==> config.mk <==
export PLATFORM = sky130hd
export DESIGN_NAME = perm_bitmap
export DESIGN_NICKNAME = d
export VERILOG_FILES = /design/src/rtl/perm_bitmap.sv
export SDC_FILE = /design/constraint.sdc
export NUM_CORES = 1
export LEC_CHECK = 0
export CORE_ASPECT_RATIO = 0.8
export CORE_MARGIN = 3
export CORE_UTILIZATION = 47
export CTS_CLUSTER_SIZE = 28
export DETAILED_ROUTE_END_ITERATION = 10
export DONT_BUFFER_PORTS = 1
export PLACE_DENSITY = 0.58
export SETUP_SLACK_MARGIN = 0.15
export SYNTH_ARGS = -nofsm -noshare
export SYNTH_HDL_FRONTEND = slang
export SYNTH_SLANG_ARGS = --single-unit
export TNS_END_PERCENT = 100
==> constraint.sdc <==
create_clock -name clk -period 14.4 [get_ports clk]
set_input_delay 2.88 -clock clk [delete_from_list [all_inputs] [get_ports clk]]
set_output_delay 2.88 -clock clk [all_outputs]
set_load 0.01 [all_outputs]
==> src/rtl/perm_bitmap.sv <==
// Seen-value vector for the permutation check: one-cycle clear and a test-and-set port
// whose hit output reflects the bit before this cycle's set.
module perm_bitmap #(
  parameter int DEPTH = 256,
  parameter int IDX_W = $clog2(DEPTH)
) (
  input  logic             clk,
  input  logic             rst,
  input  logic             clr_i,
  input  logic             tas_i,
  input  logic [IDX_W-1:0] idx_i,
  output logic             hit_o
);

  logic [DEPTH-1:0] seen_q;

  assign hit_o = seen_q[idx_i];

  // NOTE: this vector gets an async reset so a scan aborted by rst leaves no stale
  // marks behind; a RAM-style store without reset would need an explicit clear pass.
  always_ff @(posedge clk or posedge rst) begin
    if (rst) begin
      seen_q <= '0;
    end else if (clr_i) begin
      seen_q <= '0;
    end else if (tas_i) begin
      seen_q[idx_i] <= 1'b1;
    end
  end

endmodule

==> metrics.log, run 1 <==
[metrics] R2R Setup Slk: 13,660 ps
[metrics] post-detailed-routing wire length: 29,800 um
[metrics] share of synthesized area occupied by flip-flops and latches: 57.3%
[metrics] synth unique cells: 23
[metrics] final non-filler cell area: 12,300 sq um
[metrics] post-route clock period utilization: 54.2%
[metrics] antenna-violating nets left: 0
[metrics] number of clock buffers inserted by TritonCTS: 26
[metrics] via count of the first global-routing pass: 8,037
[metrics] Worst Max-Slew Pin Slew: 1190 ps
[metrics] number of fillers in the final layout: 2,061
[metrics] Clock Skew: 0 ps
[metrics] cell depth of the worst flop-to-flop path: 2
[metrics] Max Cap Viol: 0
[metrics] number of antenna violations at the first check in global routing: 0
[metrics] total cell area at the placement stage: 11,400 sq um
[metrics] count of yosys warnings during synthesis: 0
[metrics] final total negative setup slack: 0 ps
[metrics] worst slew margin relative to its limit: 20.8%
[metrics] RSZ-0062 raised after global routing: false
[metrics] hold-fix buffer count after cts: 0
[metrics] Largest regs: seen_q x256
[metrics] placeable core region: 22,900 sq um
[metrics] number of instances on the worst hold path: 2
[metrics] number of enable-type register cells in the synthesized netlist: 0
[metrics] vertical die dimension: 144 um
[metrics] DP Wirelength: 16,000 um
[metrics] post-detailed-route via-to-cell ratio: 6.01
[metrics] Max Fanout on Critical Path: 75
[metrics] Avg WL per Cell: 22.4 um
[metrics] # setup viols final: 0
[metrics] Port Buffers: 0
[metrics] number of post-CTS setup repair buffers: 0
[metrics] clock tree from TritonCTS: built
[metrics] Max Clk Rate: 128 MHz
[metrics] diode insertion count for antenna repair: 0
[metrics] synthesis-to-finish area growth: 9.85%
[metrics] hold_ws: 489 ps
[metrics] main area contributors after synthesis: dfrtp_1, a21oi_1, mux4_2, nor2_1, clkbuf_1
[metrics] total number of placement rows: 49
[metrics] hold crit path type: flop to flop
[metrics] beginning of the worst hold path: seen_q[18]$_DFFE_PP0P_
[metrics] data required time of the critical path: 11,520 ps
[metrics] main flop type after synthesis: dfrtp_1
[metrics] largest register by flop count: seen_q
[metrics] share of flip-flops with an asynchronous set or reset after synthesis: 100%
[metrics] clock latency on the worst-skew pair: 520 ps
[metrics] IR Drop Worst-Case VDD: 0.0816 mV
[metrics] Syn Std Cell Area: 11,200 sq um
[metrics] area share of the leading cell type in the synthesized netlist: 57.3%
[metrics] number of hold-slack violations in the final timing report: 0
[metrics] Worst Setup Path Type: primary input to output port
[metrics] largest net degree at the start of global routing: 257
[metrics] Gate Count Post-Synth: 1,043
[metrics] reported leakage power: 5.44 nW
[metrics] beginning of the critical path: idx_i[0]
[metrics] P per Cell Area: 120 nW/um^2
[metrics] floorplan die area: 25,700 sq um
[metrics] cell taking the most area after synthesis: dfrtp_1
[metrics] aggregate global-route resource usage: 24.0%
[metrics] Initial DRC Count: 959
[metrics] Critical Path Source Type: primary input
[metrics] number of sinks handled by clock tree synthesis: 256
[metrics] start of the worst register-to-register path: seen_q[105]$_DFFE_PP0P_
[metrics] Layout Nets: 1,013
[metrics] most frequent cells after synthesis: nor2_1, a21oi_1, dfrtp_1, clkbuf_1, mux4_2
[metrics] wire length of the first global-routing pass: 47,600 um
[metrics] number of placed I/O pins: 13
[metrics] run status: finished clean
[metrics] starting density of the core: 48.7%
[metrics] post-CTS clock slew at the launch and capture registers of the worst setup and hold paths: 60 ps
[metrics] Clock Root Buffer: clkbuf_16
[metrics] synthesized area divided by synthesized cell count: 10.7 sq um
[metrics] Final Max Slew Viols: 0
[metrics] die width: 178 um
[metrics] dominant cell by count in the synthesized netlist: nor2_1
[metrics] 1st-pass router iterations: 5
[metrics] global route overflow: 0
[metrics] fraction of layout instances using a drive strength above 1: 12.6%
[metrics] post-cts sizing count: 0
[metrics] endpoint class of the critical path: output port
[metrics] minimum period implied by the final worst setup slack: 7800 ps
[metrics] Synthesized Nets: 1,055
[metrics] placer's final routability congestion estimate: 0.773
[metrics] arrival time at the worst endpoint: 4920 ps
[metrics] maximum clock path buffer count: 3
[metrics] flip-flop count of the largest register after layout: 256
[metrics] H-tree Lvls: 1
[metrics] Synth Register Bits: 256
[metrics] post-route DRC violation count: 0
[metrics] total vias in the final route: 7,969
-- layout by cell type (no fill, tap or decap) --
master       n
nor2_1     281
a21oi_1    272
dfrtp_1    256
mux4_2      56
a22oi_1     32
clkbuf_16   27
buf_4       19
nand2_1     10
mux4_1       8
clkbuf_8     8
nor3_1       7
clkbuf_1     7
nand2b_1     6
and3_1       4
nor2_2       4
clkinv_2     4
nor3_4       3
nor4_1       3
nor2b_1      2
and2_1       2
nor2b_2      2
bufinv_16    2
or2_2        1
nor3_2       1
nor4_2       1
o22ai_1      1
or3_1        1
inv_8        1
-- per-layer routing --
| metal | GRT usage [%] | wire [um] | vias up |
|---|---|---|---|
| li1 | - | - | 3573 |
| met1 | 36.2 | 13800 | 4122 |
| met2 | 37.1 | 13700 | 232 |
| met3 | 4.07 | 1760 | 42 |
| met4 | 4.59 | 577 | 0 |
| met5 | 0 | 0 | - |
-- stage by stage --
stage / std cells / power [mW] / setup slack (ps) / utilization, %
2_1_floorplan: 1043 / 0.788 / 4480 / -
3_3_place_gp: 1279 / 0.786 / 6640 / 49.6
3_5_place_dp: 1279 / 0.786 / 6670 / 49.6
4_1_cts: 1327 / 1.48 / 6660 / 53.5
5_1_grt: 1327 / 1.52 / 6510 / 53.5
6_report: 1327 / 1.47 / 6600 / 53.5
-- path summary, 6_finish.rpt --
path	end
worst max-delay path	hit_o
worst min-delay path	seen_q[18]$_DFFE_PP0P_
worst max register to register	seen_q[105]$_DFFE_PP0P_
worst min register to register	seen_q[18]$_DFFE_PP0P_
max in group asynchronous	seen_q[132]$_DFFE_PP0P_
min in group asynchronous	seen_q[35]$_DFFE_PP0P_
-- where the power goes --
part	total (mW)	internal (mW)	switching (mW)
sequential	0.722	0.721	0.000844
clock	0.696	0.420	0.276
combinational	0.0508	0.0129	0.0379
total	1.47	1.15	0.315
-- worst max-delay path, stage by stage --
cell,delay (ps)
mux4_1,550
a22oi_1,200
a21oi_1,110
nor4_1,510
nor3_1,130
or3_1,490
-- layout make-up --
type	count	area (sq um)	share of cell area (%)
clock buffer	42	812	6.62
clock inverter	6	80.1	0.652
inverter	1	11.3	0.0917
multi-input combinational	697	4440	36.2
sequential	256	6410	52.2
tap	306	383	3.12
timing repair buffer	19	143	1.16
-- logic make-up after synthesis --
| kind of cell | after synthesis | synth area share (%) |
|---|---|---|
| compound gates | 305 | 14.4 |
| simple gates | 328 | 11.7 |
| buf+inv | 90 | 3.42 |
| mux | 64 | 13.2 |
| flops | 256 | 57.3 |
Note: power is estimated with default switching activity, not from simulation.
==> inputs of run 2 (changes only) <==
Clock period 14.4 ns to 8 ns, I/O delays scaled along.
==> run 2 against run 1 <==
Effect of this change: core utilization fell by 0.12 points; final area fell by 0.22%; count of clock-buffer cells in the layout fell by 5; global-route usage fell by 0.33 points; hold slack got worse by 6.1 ps; die area did not move; sequential share of layout area rose by 0.12 points; worst setup slack got worse by 3800 ps; routed wire length rose by 0.19%.
==> metrics.log, run 2 (same netlist as run 1, synthesis figures left out) <==
[metrics] run status: finished clean
[metrics] largest register by flop count: seen_q
[metrics] reported leakage power: 5.44 nW
[metrics] hold_ws: 483 ps
[metrics] IR Drop Worst-Case VDD: 0.164 mV
[metrics] internal power of the cells: 2.01 mW
[metrics] Largest regs: seen_q x256
[metrics] largest net degree at the start of global routing: 257
[metrics] # setup viols final: 0
[metrics] beginning of the worst hold path: seen_q[246]$_DFFE_PP0P_
[metrics] final total negative setup slack: 0 ps
[metrics] post-cts sizing count: 0
[metrics] wire length of the first global-routing pass: 47,100 um
[metrics] via count of the first global-routing pass: 7,974
[metrics] worst slew margin relative to its limit: 21.1%
[metrics] cell depth of the worst flop-to-flop path: 2
[metrics] diode insertion count for antenna repair: 0
[metrics] clock tree from TritonCTS: built
[metrics] R2R Setup Slk: 7300 ps
[metrics] data required time of the critical path: 6400 ps
[metrics] Max Cap Viol: 0
[metrics] fraction of power consumed by sequential logic: 50.1%
[metrics] Critical R2R Capture: seen_q[243]$_DFFE_PP0P_
[metrics] RSZ-0062 raised after global routing: false
[metrics] post-CTS clock slew at the launch and capture registers of the worst setup and hold paths: 60 ps
[metrics] Avg WL per Cell: 22.5 um
[metrics] most frequent cells in the layout: nor2_1, a21oi_1, dfrtp_1
[metrics] post-detailed-route via-to-cell ratio: 6.06
[metrics] most frequent standard cell in the layout excluding fill and tap cells: nor2_1
[metrics] global route overflow: 0
[metrics] final std cells w/o fill: 1,328
[metrics] slowest cell on the critical path: mux4_1
[metrics] Max Clk Rate: 192 MHz
[metrics] number of antenna violations at the first check in global routing: 0
[metrics] largest stage delay on the critical path: 550 ps
[metrics] hold crit path type: flop to flop
[metrics] endpoint class of the critical path: output port
[metrics] starting density of the core: 48.7%
[metrics] post-route clock period utilization: 65.1%
[metrics] number of placed I/O pins: 13
[metrics] Initial DRC Count: 873
[metrics] CP Cell Sequence: mux4_1 -> a22oi_1 -> a21oi_1 -> nor4_1 -> nor3_1 -> or3_1
[metrics] Clock Skew: 0 ps
[metrics] Max Fanout on Critical Path: 75
[metrics] vertical die dimension: 144 um
[metrics] number of clock buffers inserted by TritonCTS: 27
[metrics] Switching Fraction: 22.4%
[metrics] Placed Cells: 1,279
[metrics] Critical Path Source Type: primary input
[metrics] number of post-CTS setup repair buffers: 0
[metrics] Port Buffers: 0
[metrics] hold-fix buffer count after cts: 0
[metrics] start of the worst register-to-register path: seen_q[243]$_DFFE_PP0P_
[metrics] P per Cell Area: 212 nW/um^2
[metrics] number of hold-slack violations in the final timing report: 0
[metrics] clock latency on the worst-skew pair: 520 ps
[metrics] Worst Setup Path Type: primary input to output port
[metrics] flip-flop count of the largest register after layout: 256
[metrics] post-detailed-routing wire length: 29,800 um
[metrics] Worst Max-Slew Pin Slew: 1170 ps
[metrics] overall power consumption: 2.59 mW
[metrics] net switching power: 0.581 mW
[metrics] placer's final routability congestion estimate: 0.771
[metrics] antenna-violating nets left: 0
[metrics] arrival time at the worst endpoint: 3610 ps
[metrics] fraction of layout instances using a drive strength above 1: 13.2%
[metrics] Layout Nets: 1,014
[metrics] post-route DRC violation count: 0
[metrics] DP Wirelength: 16,000 um
[metrics] beginning of the critical path: idx_i[0]
[metrics] Clock Root Buffer: clkbuf_16
[metrics] aggregate global-route resource usage: 23.6%
[metrics] placeable core region: 22,900 sq um
[metrics] Util after Layout: 53.4%
[metrics] maximum clock path buffer count: 3
[metrics] 1st-pass router iterations: 5
[metrics] Clk pwr share: 46.3%
[metrics] die width: 178 um
[metrics] total vias in the final route: 8,045
[metrics] WHS Endpoint: seen_q[246]$_DFFE_PP0P_
[metrics] total number of placement rows: 49
[metrics] Final Max Slew Viols: 0
[metrics] number of instances on the worst hold path: 2
[metrics] synthesis-to-finish area growth: 9.61%
[metrics] floorplan die area: 25,700 sq um
[metrics] Logic pwr share: 3.6%
[metrics] minimum period implied by the final worst setup slack: 5210 ps
[metrics] number of sinks handled by clock tree synthesis: 256
[metrics] number of fillers in the final layout: 2,053
[metrics] H-tree Lvls: 1
==> run 2: through the flow <==
stage | instance area (sq um) | worst slack [ps]
2_1_floorplan | 11200 | 2960
3_3_place_gp | 11400 | 2900
3_5_place_dp | 11400 | 2850
4_1_cts | 12200 | 2840
5_1_grt | 12200 | 2720
6_report | 12200 | 2790
==> run 2: cell type report <==
type                    count  area (sq um)  share of cell area, %
clock inverters            12          62.6                  0.511
well taps                 306           383                   3.13
multi-input cells         697          4440                   36.2
flip-flops and latches    256          6410                   52.3
clock buffers              37           793                   6.48
inverters                   1          7.51                 0.0613
repair buffers             19           155                   1.27
==> run 2: worst max path at each step <==
stage,to,cells after the start
after CTS,hit_o,6
final,hit_o,6
after global placement,hit_o,6
after global routing,hit_o,6
after floorplan,hit_o,8
after detailed placement,hit_o,6
==> run 2: power by group through the flow <==
stage	logic (mW)	clock network (mW)	registers, mW
floorplan	0.0957	0	1.32
global placement	0.0933	0	1.32
detailed placement	0.0930	0	1.32
CTS	0.0934	1.22	1.30
global route	0.100	1.28	1.30
finish	0.0924	1.20	1.30
==> run 2: routing by layer <==
metal / track usage (%) / share of wire (%)
met2: 35.4 / 45
met4: 5.00 / 2.0
met3: 4.33 / 6.0
met1: 36.3 / 47
met5: 0 / 0
==> run 2: worst max-delay path, delay by kind of cell <==
kind	cells	cell delay, ps
and+or+nand+nor	3	1110
muxes	1	550
AOI/OAI and AO/OA	2	300
